### src/rtl/rk4_pkg.sv
// rk4_pkg: shared constants, pair type and framer FSM states for the RK4 result path
package rk4_pkg;
  localparam int Q_W = 32;
  localparam int Q_FRAC = 16;
  localparam int PAIR_BYTES = 8;
  localparam int EOS_BYTES = 4;
  localparam logic [Q_W-1:0] EOS_WORD = 32'hDEADBEEF;
  typedef struct packed {
    logic [Q_W-1:0] y;
    logic [Q_W-1:0] t;
  } rk4_pair_t;
  typedef enum logic [2:0] {IDLE, LOAD, START, WAIT_HI, WAIT_LO} state_t;
endpackage

### src/rtl/rk4_pair_fifo.sv
// rk4_pair_fifo: synchronous FIFO of (t, y) pairs, full/empty from an extra pointer bit
module rk4_pair_fifo
  import rk4_pkg::*;
#(
  parameter int DEPTH = 4
) (
  input  logic      clk,
  input  logic      rst,
  input  logic      push,
  input  logic      pop,
  input  rk4_pair_t din,
  output rk4_pair_t dout,
  output logic      full,
  output logic      empty
);
  localparam int AW = $clog2(DEPTH);
  rk4_pair_t mem [DEPTH];
  logic [AW:0] wr, rd;
  assign empty = wr == rd;
  assign full = (wr[AW] != rd[AW]) && (wr[AW-1:0] == rd[AW-1:0]);
  assign dout = mem[rd[AW-1:0]];
  always_ff @(posedge clk) begin
    if (rst) begin
      wr <= '0;
      rd <= '0;
    end else begin
      if (push) begin
        mem[wr[AW-1:0]] <= din;
        wr <= wr + 1'b1;
      end
      if (pop) rd <= rd + 1'b1;
    end
  end
endmodule

### src/rtl/rk4_result_framer.sv
// rk4_result_framer: buffers (t, y) pairs and serializes them LSB-first to a UART, then an EOS marker
module rk4_result_framer #(
  parameter int DATA_W = 32,
  parameter int FIFO_DEPTH = 4,
  parameter logic [DATA_W-1:0] EOS_WORD = 32'hDEADBEEF
) (
  input  logic              clk,
  input  logic              rst,
  input  logic              pair_valid,
  output logic              pair_ready,
  input  logic [DATA_W-1:0] pair_t,
  input  logic [DATA_W-1:0] pair_y,
  input  logic              run_done,
  output logic [7:0]        tx_data,
  output logic              tx_start,
  input  logic              tx_busy,
  output logic              eos_sent,
  output logic              framer_idle
);
  import rk4_pkg::*;
  state_t state, nxt;
  rk4_pair_t dout;
  logic full, empty, src_eos, eos_pending;
  logic [2*DATA_W-1:0] word;
  logic [3:0] byte_cnt;
  logic [7:0] tx_q;
  assign pair_ready = !full && !eos_pending;
  assign tx_start = (state == START) && !tx_busy;
  assign tx_data = tx_start ? word[7:0] : tx_q;
  assign eos_sent = (state == WAIT_LO) && !tx_busy && (byte_cnt == 4'd1) && src_eos;
  assign framer_idle = (state == IDLE) && empty && !eos_pending;
  rk4_pair_fifo #(.DEPTH(FIFO_DEPTH)) u_fifo (
    .clk  (clk),
    .rst  (rst),
    .push (pair_valid && pair_ready),
    .pop  ((state == LOAD) && !src_eos),
    .din  ('{y: pair_y, t: pair_t}),
    .dout (dout),
    .full (full),
    .empty(empty)
  );
  always_comb begin
    nxt = state;
    case (state)
      IDLE:    nxt = (!empty || eos_pending) ? LOAD : IDLE;
      LOAD:    nxt = START;
      START:   nxt = tx_busy ? START : WAIT_HI;
      WAIT_HI: nxt = tx_busy ? WAIT_LO : WAIT_HI;
      WAIT_LO: nxt = tx_busy ? WAIT_LO : (byte_cnt == 4'd1) ? IDLE : START;
      default: nxt = IDLE;
    endcase
  end
  always_ff @(posedge clk) begin
    if (rst) begin
      state <= IDLE;
      word <= '0;
      byte_cnt <= '0;
      src_eos <= 1'b0;
      eos_pending <= 1'b0;
      tx_q <= '0;
    end else begin
      state <= nxt;
      // pairs drain first: EOS is only chosen when the FIFO is empty
      if (state == IDLE) src_eos <= empty;
      if (state == LOAD) begin
        word <= src_eos ? {{DATA_W{1'b0}}, EOS_WORD} : dout;
        byte_cnt <= src_eos ? 4'(EOS_BYTES) : 4'(PAIR_BYTES);
      end
      if (tx_start) tx_q <= word[7:0];
      if ((state == WAIT_LO) && !tx_busy) begin
        word <= word >> 8;
        byte_cnt <= byte_cnt - 4'd1;
      end
      eos_pending <= eos_sent ? 1'b0 : (eos_pending || run_done);
    end
  end
endmodule
### config.mk
export PLATFORM = sky130hd
export DESIGN_NAME = rk4_result_framer
export DESIGN_NICKNAME = d
export VERILOG_FILES = /design/src/rtl/rk4_pkg.sv /design/src/rtl/rk4_pair_fifo.sv /design/src/rtl/rk4_result_framer.sv
export SDC_FILE = /design/constraint.sdc
export NUM_CORES = 1
export LEC_CHECK = 0
export ABC_CLOCK_PERIOD_IN_PS = 19050
export CORE_ASPECT_RATIO = 1.25
export CORE_MARGIN = 2
export CORE_UTILIZATION = 55
export CTS_CLUSTER_DIAMETER = 50
export DETAILED_ROUTE_END_ITERATION = 10
export GPL_ROUTABILITY_DRIVEN = 1
export PLACE_DENSITY_LB_ADDON = 0.25
export REMOVE_ABC_BUFFERS = 1
export SLEW_MARGIN = 5
export SYNTH_ARGS = -nofsm -noshare
export SYNTH_HDL_FRONTEND = slang
export SYNTH_SLANG_ARGS = --single-unit
### constraint.sdc
create_clock -name clk -period 19.05 [get_ports clk]
set_clock_uncertainty 0.05 [all_clocks]
set_input_delay 1.905 -clock clk [delete_from_list [all_inputs] [get_ports clk]]
set_output_delay 1.905 -clock clk [all_outputs]
set_load 0.005 [all_outputs]
==> results of run 1 <==
synthesized netlist by cell type (3+ instances only):
library cell,n
edfxtp_1,256
dfxtp_1,89
mux4_2,64
a221o_1,31
and3_1,31
nor2_1,30
nor3_1,28
o221ai_1,24
clkbuf_1,21
buf_2,18
a21oi_1,8
a22o_1,8
and2_1,8
mux2_2,8
ha_1,7
inv_1,7
nor2b_1,6
nor4b_1,6
xnor2_1,5
buf_4,4
mux2i_1,4
nand2_1,4
nand3_1,4
o21ai_0,4
buf_1,3
buf_6,3
nand2b_1,3
or3b_2,3
or4_1,3
xor2_1,3
state kept, by name (all words and copies together) (netlist names), named ones only:
name and count:
eos_pending 1, u_fifo.rd 3, src_eos 1, byte_cnt 4
tx_q 8, state 3, u_fifo.wr 3, word 64
u_fifo.mem 256
stage by stage:
stage | hold slack [ns] | util (%) | worst slack (ns) | cell area (sq um)
6_report | 0.4283 | 64.73 | 13.02 | 15260
5_1_grt | 0.4472 | 64.73 | 12.89 | 15260
4_1_cts | 0.4338 | 64.73 | 12.96 | 15260
3_5_place_dp | 0.4119 | 60.11 | 12.96 | 14170
3_3_place_gp | 0.4137 | 60.11 | 13.02 | 14170
2_1_floorplan | 0.3919 | - | 9.694 | 12850
worst max-delay path by stage:
stage                          start                to  depth (start not counted)
after floorplan           pair_valid  u_fifo.mem[0][0]                          2
after global placement       tx_busy        tx_data[0]                          4
after detailed placement     tx_busy        tx_data[0]                          4
after CTS                    tx_busy        tx_data[0]                          4
after global routing         tx_busy        tx_data[3]                          4
final                        tx_busy        tx_data[0]                          4
power by group:
part           internal [mW]  switching, mW
clock network          0.382          0.268
logic                  0.172          0.152
registers              0.885         0.0663
total                   1.44          0.486
critical path: stages:
cell	delay, ns
clkdlybuf4s50_1	0.62
nor4b_4	0.69
mux2_2	0.41
clkdlybuf4s50_1	0.44
area by class of cell:
class / instances / area [sq um] / area share, %
multi-input cells: 323 / 3403 / 22.31
repair buffers: 93 / 898.4 / 5.889
well taps: 292 / 365.4 / 2.395
inverters: 7 / 26.28 / 0.1722
flip-flops and latches: 345 / 9474 / 62.10
clock buffers: 47 / 960.9 / 6.299
clock inverters: 14 / 127.6 / 0.8365
logic make-up after synthesis:
group,Yosys count,synth area share [%]
DFF,345,72.30
and+or+nand+nor,144,6.630
AOI/OAI and AO/OA,88,5.770
muxes,76,12.00
buffers and inverters,57,2.102
xor gates and xnor gates,8,0.5350
adders and majority gates,7,0.6687
metal layers:
metal	track usage, %	up-vias	wire, microns
met1	26.61	3594	10400
met5	0	-	0
met4	6.125	0	522
met2	35.85	185	12980
li1	-	3130	-
met3	3.743	46	1255
==> metrics.cfg, run 1 <==
[global_routing]
grt_first_pass_wirelength_microns=39700
grt.overflow.total=0
grtUsageTotal_pct=20.60
grt_max_degree=68
grt_pass1_vias=7350
grt_antenna_before_repair=0

[worst_hold_path]
min_to=word[62]
class_of_the_worst_hold_path=reg2reg
min_delay_path_depth=1
hold_path_startpoint=word[62]

[yosys]
postSynthRegisterBits=345
synth_sequential_area_ratio_pct=72.30
synth.top_cell.area_share_pct=58.69
postSynth.topFlopCell=edfxtp_1
ys_types=54
ys_warn_count=0
netlist_area_sq_um=13100
asyncSetResetFlopFracSynth_pct=0
top_cells_by_area_in_the_synthesized_netlist=edfxtp_1 (59%), dfxtp_1 (14%), mux4_2 (11%), a221o_1 (2.4%), o221ai_1 (1.6%)
synth_top_area_cell=edfxtp_1
syn-instance-count=725
count_of_flip_flops_with_a_built_in_enable_after_synthesis=256
synthesis.area_per_instance_sq_um=18.07

[timing]
period_share_pct=31.65
setup-tns-final_ns=0
final_critical_path_time_including_i_o_delays_and_setup_ns=6.030
worst-slew-pin-transition_ns=1.244
worst_slew_margin_rel_pct=17.07
finish_stage_setup_viols=0
hold_violations=0
final_max_slew_viol_count=0
unrepaired_setup_endpoints_after_global_routing=no
max_freq_ghz=0.1658

[critical_path]
setup.worst_path.end_class=primary output
setup.worst_path.class=in2out
path_max_fanout=9
worst_r2r_endpoint=word[62]
cp.required_ns=17.09
critical_path_arrival_ns=4.07
logic_depth_of_the_worst_register_to_register_path=3
reg2reg_slack_ns=16.31
kind_of_start_point_of_the_critical_path=input pin
reg2reg_from=state[0]

[clock_network]
clkLatencyLatePin_ns=0.50
cts.path.max_buffers=3
clk_root_buffer_cell=clkbuf_16
cts_clock_pin_slew_for_the_worst_setup_and_hold_paths_ns=0.06
htree_levels=2
tritoncts=yes
cts_buffers=34
post_cts.repair.setup_buffers=0
cts_hold_buf=0
sink_count_of_the_clock_tree=345
cts-resized-gates=0

[cells_and_area]
num-nets-final=880
mostFrequentLayoutCell=edfxtp_1
layout_common_cells=edfxtp_1 (256), dfxtp_1 (87), clkdlybuf4s50_1 (80)
antenna-diode-count=0
layoutNonFillerInstCount=1121
layout.filler_cells=1572
layout-drive-gt1-share_pct=18.46
area_delta_synth_final_pct=16.48

[pwr]
worst_ir_drop_vdd_mv=0.07890
p_per_area_nw_per_um2=126.2
total_leakage_power_nw=5.046
totalPowerFinal_mw=1.925

[route]
detail_route.wl_per_cell_microns=22.44
avgViaCountPerCell=6.204
routed_wirelength_microns=25160
drt_iter0_markers=490
detail_route.first_pass.iterations=5
detailroute.via_count=6955
drt_drc_violations_left=0
final_antenna_net_count=0

[status]
outcome=complete, no violations

[floorplan]
die_area_sq_um=25070
io_pins=81
initial_standard_cell_utilization_of_the_core_pct=55.57
core.rowCount=63
core-area_sq_um=23570
die-height_microns=176.5
floorplan.die.width_microns=142.0

[place]
portBuffers=80
detailed_place_hpwl_microns=13250
globalplace.congestion=0.7155
dpl.cell_count=1060

[flow_run]
max_cap_viol_count=0

No activity file was read; power rests on OpenSTA's default activity.
==> run 2: changes to the inputs <==
- ABC_CLOCK_PERIOD_IN_PS: 19050 -> 5800
- clock period: 19.05 -> 5.8 ns (I/O delays scaled with it)
==> run 2 against run 1 <==
  * Global-route usage shrank 0.28 points
  * Cell count did not move
  * Wire length is 1.2% lower
  * Sequential power increased to 3.3 times the previous value
  * Largest power group unchanged
==> metrics.cfg, run 2 (synthesis results as in run 1) <==
[clock_network]
cts.path.max_buffers=3  ; unchanged
clkLatencyLatePin_ns=0.51  ; about the same
tritoncts=yes
post_cts.repair.setup_buffers=0  ; unchanged
sink_count_of_the_clock_tree=345  ; unchanged
clk_root_buffer_cell=clkbuf_16
cts_hold_buf=0  ; unchanged
htree_levels=2  ; unchanged
cts_clock_pin_slew_for_the_worst_setup_and_hold_paths_ns=0.06  ; about the same
cts_buffers=34  ; unchanged
cts-resized-gates=0  ; unchanged

[cells_and_area]
layout-drive-gt1-share_pct=18.70  ; +0.24 points
mostFrequentLayoutCell=edfxtp_1
layout_common_cells=edfxtp_1 (256), dfxtp_1 (87), clkdlybuf4s50_1 (80)
antenna-diode-count=0  ; unchanged
num-nets-final=881  ; +0.11%
layoutNonFillerInstCount=1121  ; unchanged
area_delta_synth_final_pct=16.48  ; unchanged
largest_register_ff_count=256  ; unchanged

[floorplan]
die_area_sq_um=25070  ; unchanged
core-area_sq_um=23570  ; unchanged
io_pins=81  ; unchanged
initial_standard_cell_utilization_of_the_core_pct=55.57  ; unchanged
core.rowCount=63  ; unchanged
die-height_microns=176.5  ; unchanged
floorplan.die.width_microns=142.0  ; unchanged

[route]
detail_route.first_pass.iterations=5  ; unchanged
drt_drc_violations_left=0  ; unchanged
detail_route.wl_per_cell_microns=22.16  ; -1.2%
avgViaCountPerCell=6.150  ; -0.88%
detailroute.via_count=6894  ; -0.88%
final_antenna_net_count=0  ; unchanged
routed_wirelength_microns=24840  ; -1.2%
drt_iter0_markers=500  ; +2.0%

[global_routing]
grt_max_degree=68  ; unchanged
grt_pass1_vias=7205  ; -2.0%
grt_antenna_before_repair=0  ; unchanged
grt.overflow.total=0  ; unchanged
grt_first_pass_wirelength_microns=39250  ; -1.1%
grtUsageTotal_pct=20.32  ; -0.28 points

[timing]
worst_slew_margin_rel_pct=29.81  ; +13 points
final_critical_path_time_including_i_o_delays_and_setup_ns=3.423
period_share_pct=59.02
final.setup.worst_slack_ns=2.377  ; -10.64 ns
hold_violations=0  ; unchanged
max_freq_ghz=0.2921
worst-slew-pin-transition_ns=1.051  ; -0.1927 ns
finish_stage_setup_viols=0  ; unchanged
unrepaired_setup_endpoints_after_global_routing=no
final_max_slew_viol_count=0  ; unchanged

[worst_hold_path]
class_of_the_worst_hold_path=reg2reg

[critical_path]
setup.worst_path.end_class=primary output
critical_path_arrival_ns=2.79  ; -1.28 ns
cp.required_ns=5.17  ; -11.92 ns
kind_of_start_point_of_the_critical_path=input pin
setup.worst_path.class=in2out
path_max_fanout=29  ; +20

[place]
globalplace.congestion=0.7454  ; +4.2%
detailedPlace.worstSlack_ns=2.344  ; -10.61 ns
detailed_place_hpwl_microns=13960  ; +5.4%
dpl.cell_count=1061  ; +0.094%
portBuffers=80  ; unchanged

[pwr]
worst_ir_drop_vdd_mv=0.2409  ; +210%
totalPowerFinal_mw=6.295  ; +230%
p_per_area_nw_per_um2=412.6  ; +230%
total_leakage_power_nw=5.046  ; about the same

[flow_run]
max_cap_viol_count=0  ; unchanged

[status]
outcome=complete, no violations

## run 2: worst max-delay path, stage by stage
cell	delay, ns
clkdlybuf4s50_1	0.62
or4b_1	0.59
buf_4	0.26
nor3_2	0.21
clkdlybuf4s50_1	0.52
## run 2: layer usage
metal / vias up / part of all wire, % / global-route usage (%) / wire length [microns]
met3: 47 / 3.9 / 3.092 / 968
met5: - / 0 / 0 / 0
met4: 0 / 2.6 / 6.292 / 646
met1: 3554 / 41 / 25.56 / 10070
li1: 3125 / - / - / -
met2: 168 / 53 / 36.37 / 13150
## run 2: report_power, final
part,leakage [nW],switching (mW),internal (mW)
Combinational,1.47,0.478,0.570
Sequential,3.04,0.244,2.91
Clock,0.533,0.879,1.22
Total,5.05,1.60,4.70
## run 2: area by class of cell
cell class	instances	area, sq um
inverter	7	26.28
sequential	345	9474
fill	1593	8313
clock buffer	47	1003
tap	292	365.4
clock inverter	13	77.57
multi-input combinational	323	3403
timing repair buffer	94	905.9
## run 2: worst paths after layout
path              startpoint       end  slack, ns  depth (start not counted)
hold / removal      word[63]  word[63]       0.43                          1
setup / recovery     tx_busy  eos_sent       2.38                          5
hold reg to reg     word[63]  word[63]       0.43                          1
setup reg to reg    state[2]  word[53]       2.96                          5
## run 2: per-stage QoR
stage	utilization, %	instance area [sq um]	hold slack [ns]	TNS, ns
final	64.73	15260	0.4334	0
after floorplan	-	12850	0.3919	-615.36
after detailed placement	60.14	14170	0.4212	0
after global routing	64.73	15260	0.4459	0
after global placement	60.14	14170	0.4104	0
after CTS	64.73	15260	0.4382	0
